--- config.mk ---
export PLATFORM = sky130hd
export DESIGN_NAME = vga_console_ctrl
export DESIGN_NICKNAME = d
export VERILOG_FILES = /design/src/rtl/console_pkg.sv /design/src/rtl/console_fifo.sv /design/src/rtl/vga_console_ctrl.sv
export SDC_FILE = /design/constraint.sdc
export NUM_CORES = 1
export LEC_CHECK = 0
export CORE_MARGIN = 1
export CORE_UTILIZATION = 49
export DETAILED_ROUTE_END_ITERATION = 16
export HOLD_SLACK_MARGIN = 0.02
export PLACE_DENSITY = 0.76
export SLEW_MARGIN = 20
export SYNTH_ARGS = -nofsm -noshare
export SYNTH_HDL_FRONTEND = slang
export SYNTH_SLANG_ARGS = --single-unit
--- constraint.sdc ---
create_clock -name clk -period 2.63 [get_ports clk]
set_input_delay 0.526 -clock clk [delete_from_list [all_inputs] [get_ports clk]]
set_output_delay 0.526 -clock clk [all_outputs]
set_load 0.03 [all_outputs]
--- src/rtl/console_pkg.sv ---
// Shared constants, control codes and FSM state encoding for the VGA console sequencer.
package console_pkg;

  localparam int DEF_NUM_ROWS   = 3;
  localparam int DEF_NUM_COLS   = 10;
  localparam int DEF_FIFO_DEPTH = 4;

  localparam logic [6:0] CODE_LF    = 7'h0A;
  localparam logic [6:0] CODE_CR    = 7'h0D;
  localparam logic [6:0] CODE_BS    = 7'h08;
  localparam logic [6:0] CODE_FF    = 7'h0C;
  localparam logic [6:0] CODE_SPACE = 7'h20;
  localparam logic [7:0] BLANK_CELL = 8'h20;

  typedef enum logic [2:0] {
    ST_IDLE   = 3'd0,
    ST_PUT    = 3'd1,
    ST_BS     = 3'd2,
    ST_SCROLL = 3'd3,
    ST_CLEAR  = 3'd4
  } state_e;

  function automatic logic is_printable(input logic [6:0] code);
    return (code >= CODE_SPACE);
  endfunction

endpackage

--- src/rtl/console_fifo.sv ---
// Small synchronous first-word-fall-through byte FIFO with full/empty flags.
module console_fifo
  import console_pkg::*;
#(
  parameter int DEPTH = DEF_FIFO_DEPTH,
  parameter int WIDTH = 8
) (
  input  logic             clk,
  input  logic             rst_n,
  input  logic             i_push,
  input  logic [WIDTH-1:0] i_data,
  input  logic             i_pop,
  output logic [WIDTH-1:0] o_data,
  output logic             o_full,
  output logic             o_empty
);

  localparam int PW = $clog2(DEPTH);

  logic [WIDTH-1:0] r_mem [DEPTH];
  logic [PW:0]      r_wr_ptr;
  logic [PW:0]      r_rd_ptr;
  logic             w_push;
  logic             w_pop;

  // Extra pointer MSB distinguishes full from empty when the index bits match.
  assign o_empty = (r_wr_ptr == r_rd_ptr);
  assign o_full  = (r_wr_ptr[PW] != r_rd_ptr[PW]) && (r_wr_ptr[PW-1:0] == r_rd_ptr[PW-1:0]);
  assign w_push  = i_push & ~o_full;
  assign w_pop   = i_pop & ~o_empty;
  assign o_data  = r_mem[r_rd_ptr[PW-1:0]];

  always_ff @(posedge clk) begin
    if (!rst_n) begin
      r_wr_ptr <= '0;
      r_rd_ptr <= '0;
    end else begin
      if (w_push) r_wr_ptr <= r_wr_ptr + {{PW{1'b0}}, 1'b1};
      if (w_pop)  r_rd_ptr <= r_rd_ptr + {{PW{1'b0}}, 1'b1};
    end
  end

  always_ff @(posedge clk) begin
    if (w_push) r_mem[r_wr_ptr[PW-1:0]] <= i_data;
  end

endmodule

--- src/rtl/vga_console_ctrl.sv ---
// Terminal-style sequencer owning the text-buffer write port: put, backspace, scroll, clear.
// Define VGA_CONSOLE_VBLANK_WRITE_EN to restrict buffer writes to blanking intervals.
module vga_console_ctrl
  import console_pkg::*;
#(
  parameter  int NUM_ROWS   = DEF_NUM_ROWS,
  parameter  int NUM_COLS   = DEF_NUM_COLS,
  parameter  int FIFO_DEPTH = DEF_FIFO_DEPTH,
  localparam int NUM_CHARS  = NUM_ROWS * NUM_COLS,
  localparam int AW         = $clog2(NUM_CHARS),
  localparam int RW         = $clog2(NUM_ROWS),
  localparam int CW         = $clog2(NUM_COLS)
) (
  input  logic          clk,
  input  logic          rst_n,
  input  logic          ch_valid,
  input  logic [7:0]    ch_data,
  output logic          ch_ready,
  input  logic          blank_i,
  output logic [AW-1:0] buf_raddr,
  input  logic [7:0]    buf_rdata,
  output logic [AW-1:0] buf_waddr,
  output logic [7:0]    buf_wdata,
  output logic          buf_we,
  output logic [RW-1:0] cur_row,
  output logic [CW-1:0] cur_col,
  output logic          busy
);

  localparam logic [AW-1:0] COLS_A    = AW'(NUM_COLS);
  localparam logic [AW-1:0] LAST_IDX  = AW'(NUM_CHARS - 1);
  localparam logic [AW-1:0] SCROLL_HI = AW'(NUM_CHARS - NUM_COLS);
  localparam logic [RW-1:0] LAST_ROW  = RW'(NUM_ROWS - 1);
  localparam logic [CW-1:0] LAST_COL  = CW'(NUM_COLS - 1);

  state_e        r_state, w_state_nxt;
  logic [RW-1:0] r_row, w_row_nxt;
  logic [CW-1:0] r_col, w_col_nxt;
  logic [AW-1:0] r_idx, w_idx_nxt;
  logic [7:0]    r_char, w_char_nxt;
  logic [7:0]    w_fifo_dout;
  logic [6:0]    w_code;
  logic [CW-1:0] w_wcol;
  logic [AW-1:0] w_cell_addr;
  logic          w_full, w_empty, w_pop, w_wg;

`ifdef VGA_CONSOLE_VBLANK_WRITE_EN
  assign w_wg = blank_i;
`else
  logic w_unused_blank;
  assign w_unused_blank = blank_i;
  assign w_wg = 1'b1;
`endif

  console_fifo #(.DEPTH(FIFO_DEPTH), .WIDTH(8)) u_fifo (
    .clk     (clk),
    .rst_n   (rst_n),
    .i_push  (ch_valid),
    .i_data  (ch_data),
    .i_pop   (w_pop),
    .o_data  (w_fifo_dout),
    .o_full  (w_full),
    .o_empty (w_empty)
  );

  assign w_code   = w_fifo_dout[6:0];
  assign ch_ready = ~w_full | ~rst_n;
  assign busy     = (r_state != ST_IDLE) | ~w_empty;
  assign cur_row  = r_row;
  assign cur_col  = r_col;
  // Backspace erases the cell left of the cursor, so it addresses col-1.
  assign w_wcol      = (r_state == ST_BS) ? (r_col - CW'(1'b1)) : r_col;
  assign w_cell_addr = (AW'(r_row) * COLS_A) + AW'(w_wcol);

  always_ff @(posedge clk) begin
    if (!rst_n) begin
      r_state <= ST_CLEAR;
      r_row   <= '0;
      r_col   <= '0;
      r_idx   <= '0;
      r_char  <= 8'h00;
    end else begin
      r_state <= w_state_nxt;
      r_row   <= w_row_nxt;
      r_col   <= w_col_nxt;
      r_idx   <= w_idx_nxt;
      r_char  <= w_char_nxt;
    end
  end

  always_comb begin
    w_state_nxt = r_state;
    w_row_nxt   = r_row;
    w_col_nxt   = r_col;
    w_idx_nxt   = r_idx;
    w_char_nxt  = r_char;
    w_pop       = 1'b0;
    case (r_state)
      ST_IDLE: begin
        if (!w_empty) begin
          w_pop = 1'b1;
          if (is_printable(w_code)) begin
            w_char_nxt  = w_fifo_dout;
            w_state_nxt = ST_PUT;
          end else begin
            case (w_code)
              CODE_LF: begin
                w_col_nxt = '0;
                if (r_row == LAST_ROW) begin
                  w_state_nxt = ST_SCROLL;
                  w_idx_nxt   = '0;
                end else begin
                  w_row_nxt = r_row + RW'(1'b1);
                end
              end
              CODE_CR: w_col_nxt = '0;
              CODE_BS: begin
                if (r_col != '0) w_state_nxt = ST_BS;
                else             w_state_nxt = ST_IDLE;
              end
              CODE_FF: begin
                w_state_nxt = ST_CLEAR;
                w_idx_nxt   = '0;
              end
              default: w_state_nxt = ST_IDLE;
            endcase
          end
        end else begin
          w_pop = 1'b0;
        end
      end
      ST_PUT: begin
        if (w_wg) begin
          if (r_col < LAST_COL) begin
            w_col_nxt   = r_col + CW'(1'b1);
            w_state_nxt = ST_IDLE;
          end else begin
            w_col_nxt = '0;
            if (r_row == LAST_ROW) begin
              w_state_nxt = ST_SCROLL;
              w_idx_nxt   = '0;
            end else begin
              w_row_nxt   = r_row + RW'(1'b1);
              w_state_nxt = ST_IDLE;
            end
          end
        end else begin
          w_state_nxt = ST_PUT;
        end
      end
      ST_BS: begin
        if (w_wg) begin
          w_col_nxt   = r_col - CW'(1'b1);
          w_state_nxt = ST_IDLE;
        end else begin
          w_state_nxt = ST_BS;
        end
      end
      ST_SCROLL, ST_CLEAR: begin
        if (w_wg) begin
          if (r_idx == LAST_IDX) begin
            w_idx_nxt   = '0;
            w_col_nxt   = '0;
            w_row_nxt   = (r_state == ST_SCROLL) ? LAST_ROW : '0;
            w_state_nxt = ST_IDLE;
          end else begin
            w_idx_nxt = r_idx + AW'(1'b1);
          end
        end else begin
          w_idx_nxt = r_idx;
        end
      end
      default: w_state_nxt = ST_IDLE;
    endcase
  end

  // Scroll reads one row ahead of the cell it writes; the last row is filled with blanks.
  always_comb begin
    buf_we    = 1'b0;
    buf_waddr = r_idx;
    buf_wdata = BLANK_CELL;
    buf_raddr = (r_idx < SCROLL_HI) ? (r_idx + COLS_A) : r_idx;
    case (r_state)
      ST_PUT: begin
        buf_we    = w_wg & rst_n;
        buf_waddr = w_cell_addr;
        buf_wdata = r_char;
      end
      ST_BS: begin
        buf_we    = w_wg & rst_n;
        buf_waddr = w_cell_addr;
      end
      ST_SCROLL: begin
        buf_we    = w_wg & rst_n;
        buf_wdata = (r_idx < SCROLL_HI) ? buf_rdata : BLANK_CELL;
      end
      ST_CLEAR: buf_we = w_wg & rst_n;
      default:  buf_we = 1'b0;
    endcase
  end

endmodule

==> metrics.yaml, run 1 <==
outcome: "complete, but fails checks"
violations: "design-rule violations, negative setup slack"
synth_top_family_by_area: "simple AND/OR/NAND/NOR gates"
p_sw_frac: 0.384
drt_wl_total_um: 7110
clkSinkCount: 62
hold_depth: 2
ir_drop_uv: 546
io_pins: 47
max_freq_mhz: 346
numCtsBuffers: 9
ys_seq_elements: 62
finalCritPeriodShare: 1.10
power_frac_comb: 0.437
worst_pin_slew_ns: 0.469
grt_usage: 0.210
skew_ns: 0.00461
p_int_mw: 2.19
hold_buffers: 0
rsz0062_at_grt: "true"
fp.dieH_um: 84.8
synth_xor_area_frac: 0.0339
p_switching_mw: 1.37
wl_per_cell_um: 15.2
vias: 2606
synth_enable_flop_cells: 32
grt-ovfl-total: 0
yosys.area_share.simple: 0.176
crit_arrival_ns: 2.36
clkTransAtPathRegs_ns: 0.07
path_max_fanout: 6
synth_warnings: 0
die-area_um2: 7190
p_seq_frac: 0.347
grt_pass1_wl_um: 11600
worst_ep_required_time_ns: 2.10
reg2regPathDepth: 6
synthMuxAreaShare: 0.0894
multiInputGateArea_um2: 1750
ff_latch_area_um2: 1570
coreArea_um2: 6490
htree_num_levels: 3
netlist_instances: 316
critPathKind: "reg2out"
critPathCaptureType: "output pin"
grt_start_max_net_pins: 36
synth_ff_type: "edfxtp_1"
critPathLaunchType: "register"
synthTopCellsByArea: "edfxtp_1, dfxtp_1, ha_1, mux4_1, o21ai_0"
p_leak_nw: 1.65
async_flop_share: 0
num-fill-cells: 494
synthAdderAreaFrac: 0.0618
fin_area_um2: 4320
antenna_found_initial: 0
syn_area_um2: 3360
drtAntennaViolNets: 0
drv_slew: 0
synth_nets: 352
synth_top_area_frac: 0.286
dieWidth_um: 84.8
cap_violations: 0
clockBufferDepth: 2
via_per_inst: 5.57
synth_commonest_cells: "edfxtp_1, dfxtp_1, nand2_1"
drtIter0Drc: 112
grt_pass1_vias: 2445
hold_path.class: "reg2reg"
numPortBuffers: 45
slew_headroom: 0.687
dr.pass1.iters: 10
period_needed_ns: 2.89
tns_ns: -0.663
ys_types: 54
syn_area_per_cell_um2: 10.6
tritoncts: "done"
num_rows: 29
drive_above_1_share: 0.228
gp_congestion: 0.852
dp_hpwl_um: 5080
clock_latency_ns: 0.35
num_antenna_cells: 0
synth.most_common_cell: "edfxtp_1"
setup_ws_ns: -0.256
clkPwrFrac: 0.216
nets: 422
start_util: 0.517
area.growth.synth_to_final_pct: 28.5
placed_area_um2: 4050
drc: 4
root_buffer: "clkbuf_8"
hold_viol: 0
yosysSeqAreaShare: 0.465
setup_violations: 3
p_per_area_nw_per_um2: 825
synth-compound-area-share: 0.137
yosys.area.top_type: "edfxtp_1"
-- state kept, by name (all words and copies together) (netlist names), named ones only --
register	count
cur_col	4
r_state	3
u_fifo.r_rd_ptr	3
u_fifo.r_mem	32
u_fifo.r_wr_ptr	3
r_char	8
cur_row	2
r_idx	5
-- cell type report --
type / instances / share of cell area
clock buffer: 9 / 0.0287
clock inverter: 7 / 0.0128
inverter: 13 / 0.0125
multi-input combinational: 224 / 0.406
sequential: 62 / 0.365
tap: 77 / 0.0223
timing repair buffer: 76 / 0.154
-- layer usage --
metal / up-vias / global-route usage / wire (um)
met2: 49 / 0.356 / 3590
met1: 1236 / 0.260 / 3200
met3: 12 / 0.0629 / 235
li1: 1309 / - / -
met5: - / 0 / 0
met4: 0 / 0.0663 / 88
-- path summary, 6_finish.rpt --
| kind | startpoint | endpoint | slack, ns |
|---|---|---|---|
| worst max-delay path | r_state[2]$_SDFFE_PN1P_ | buf_waddr[4] | -0.26 |
| worst min-delay path | r_idx[1]$_SDFFE_PN0P_ | r_idx[1]$_SDFFE_PN0P_ | 0.52 |
| worst max register to register | register | r_state[1]$_SDFFE_PN0P_ | 0.08 |
| worst min register to register | r_idx[1]$_SDFFE_PN0P_ | r_idx[1]$_SDFFE_PN0P_ | 0.52 |
-- power groups by stage --
stage	clock network (mW)	registers [mW]	logic, mW
after floorplan	0	1.28	0.986
after global placement	0	1.24	1.47
after detailed placement	0	1.25	1.49
after CTS	0.783	1.23	1.54
after global routing	0.825	1.25	1.70
final	0.771	1.24	1.56
-- kinds of logic after synthesis --
family | Yosys count
adder cells (fa/ha/maj) | 16
XOR/XNOR | 13
AO/OA/AOI/OAI | 68
multiplexers | 18
flip-flops | 62
buffers and inverters | 30
AND/OR/NAND/NOR | 109
-- cells in the final DEF, fill, tap and decap left out, types with 10 or more instances in the layout --
master	instances
ha_1	14
inv_1	12
buf_4	41
o21ai_0	18
edfxtp_1	32
a21oi_1	10
dfxtp_1	24
clkdlybuf4s50_1	30
nand2_1	27
nor2b_1	16
nor2_1	12
-- critical path: stages (launching register included) --
cell	delay (ns)
dfxtp_2	0.32
or3b_4	0.45
clkinv_4	0.08
nand2_4	0.05
xnor2_2	0.14
ha_1	0.28
a21o_1	0.17
a21oi_2	0.14
xor2_1	0.18
o21ai_2	0.07
buf_6	0.14
-- metrics by stage --
step / setup WS (ns) / std cells / hold slack, ns / total power, mW / utilization
global placement: -0.0274 / 449 / 0.498 / 2.72 / 0.623
detailed placement: -0.0406 / 449 / 0.509 / 2.74 / 0.623
finish: -0.256 / 468 / 0.523 / 3.56 / 0.665
floorplan: -0.0289 / 316 / 0.483 / 2.27 / -
global route: -0.387 / 468 / 0.547 / 3.77 / 0.665
CTS: -0.282 / 467 / 0.522 / 3.56 / 0.660
-- repair_timing --
item | CTS | global route
buffers inserted | 2 | 1
hold endpoints to repair | 0 | 0
resized for setup | 13 | 10
pin swaps | 8 | 10
gates cloned | 0 | 0
setup endpoints to repair | 10 | 11
(Power assumes the default switching activity.)
==> run 2: changes to the inputs <==
Settings changed: CORE_MARGIN 1 to default, GPL_ROUTABILITY_DRIVEN from default to 0.
==> results of run 2 <==
No change in the layout: final DEF, timing and power equal those of run 1.
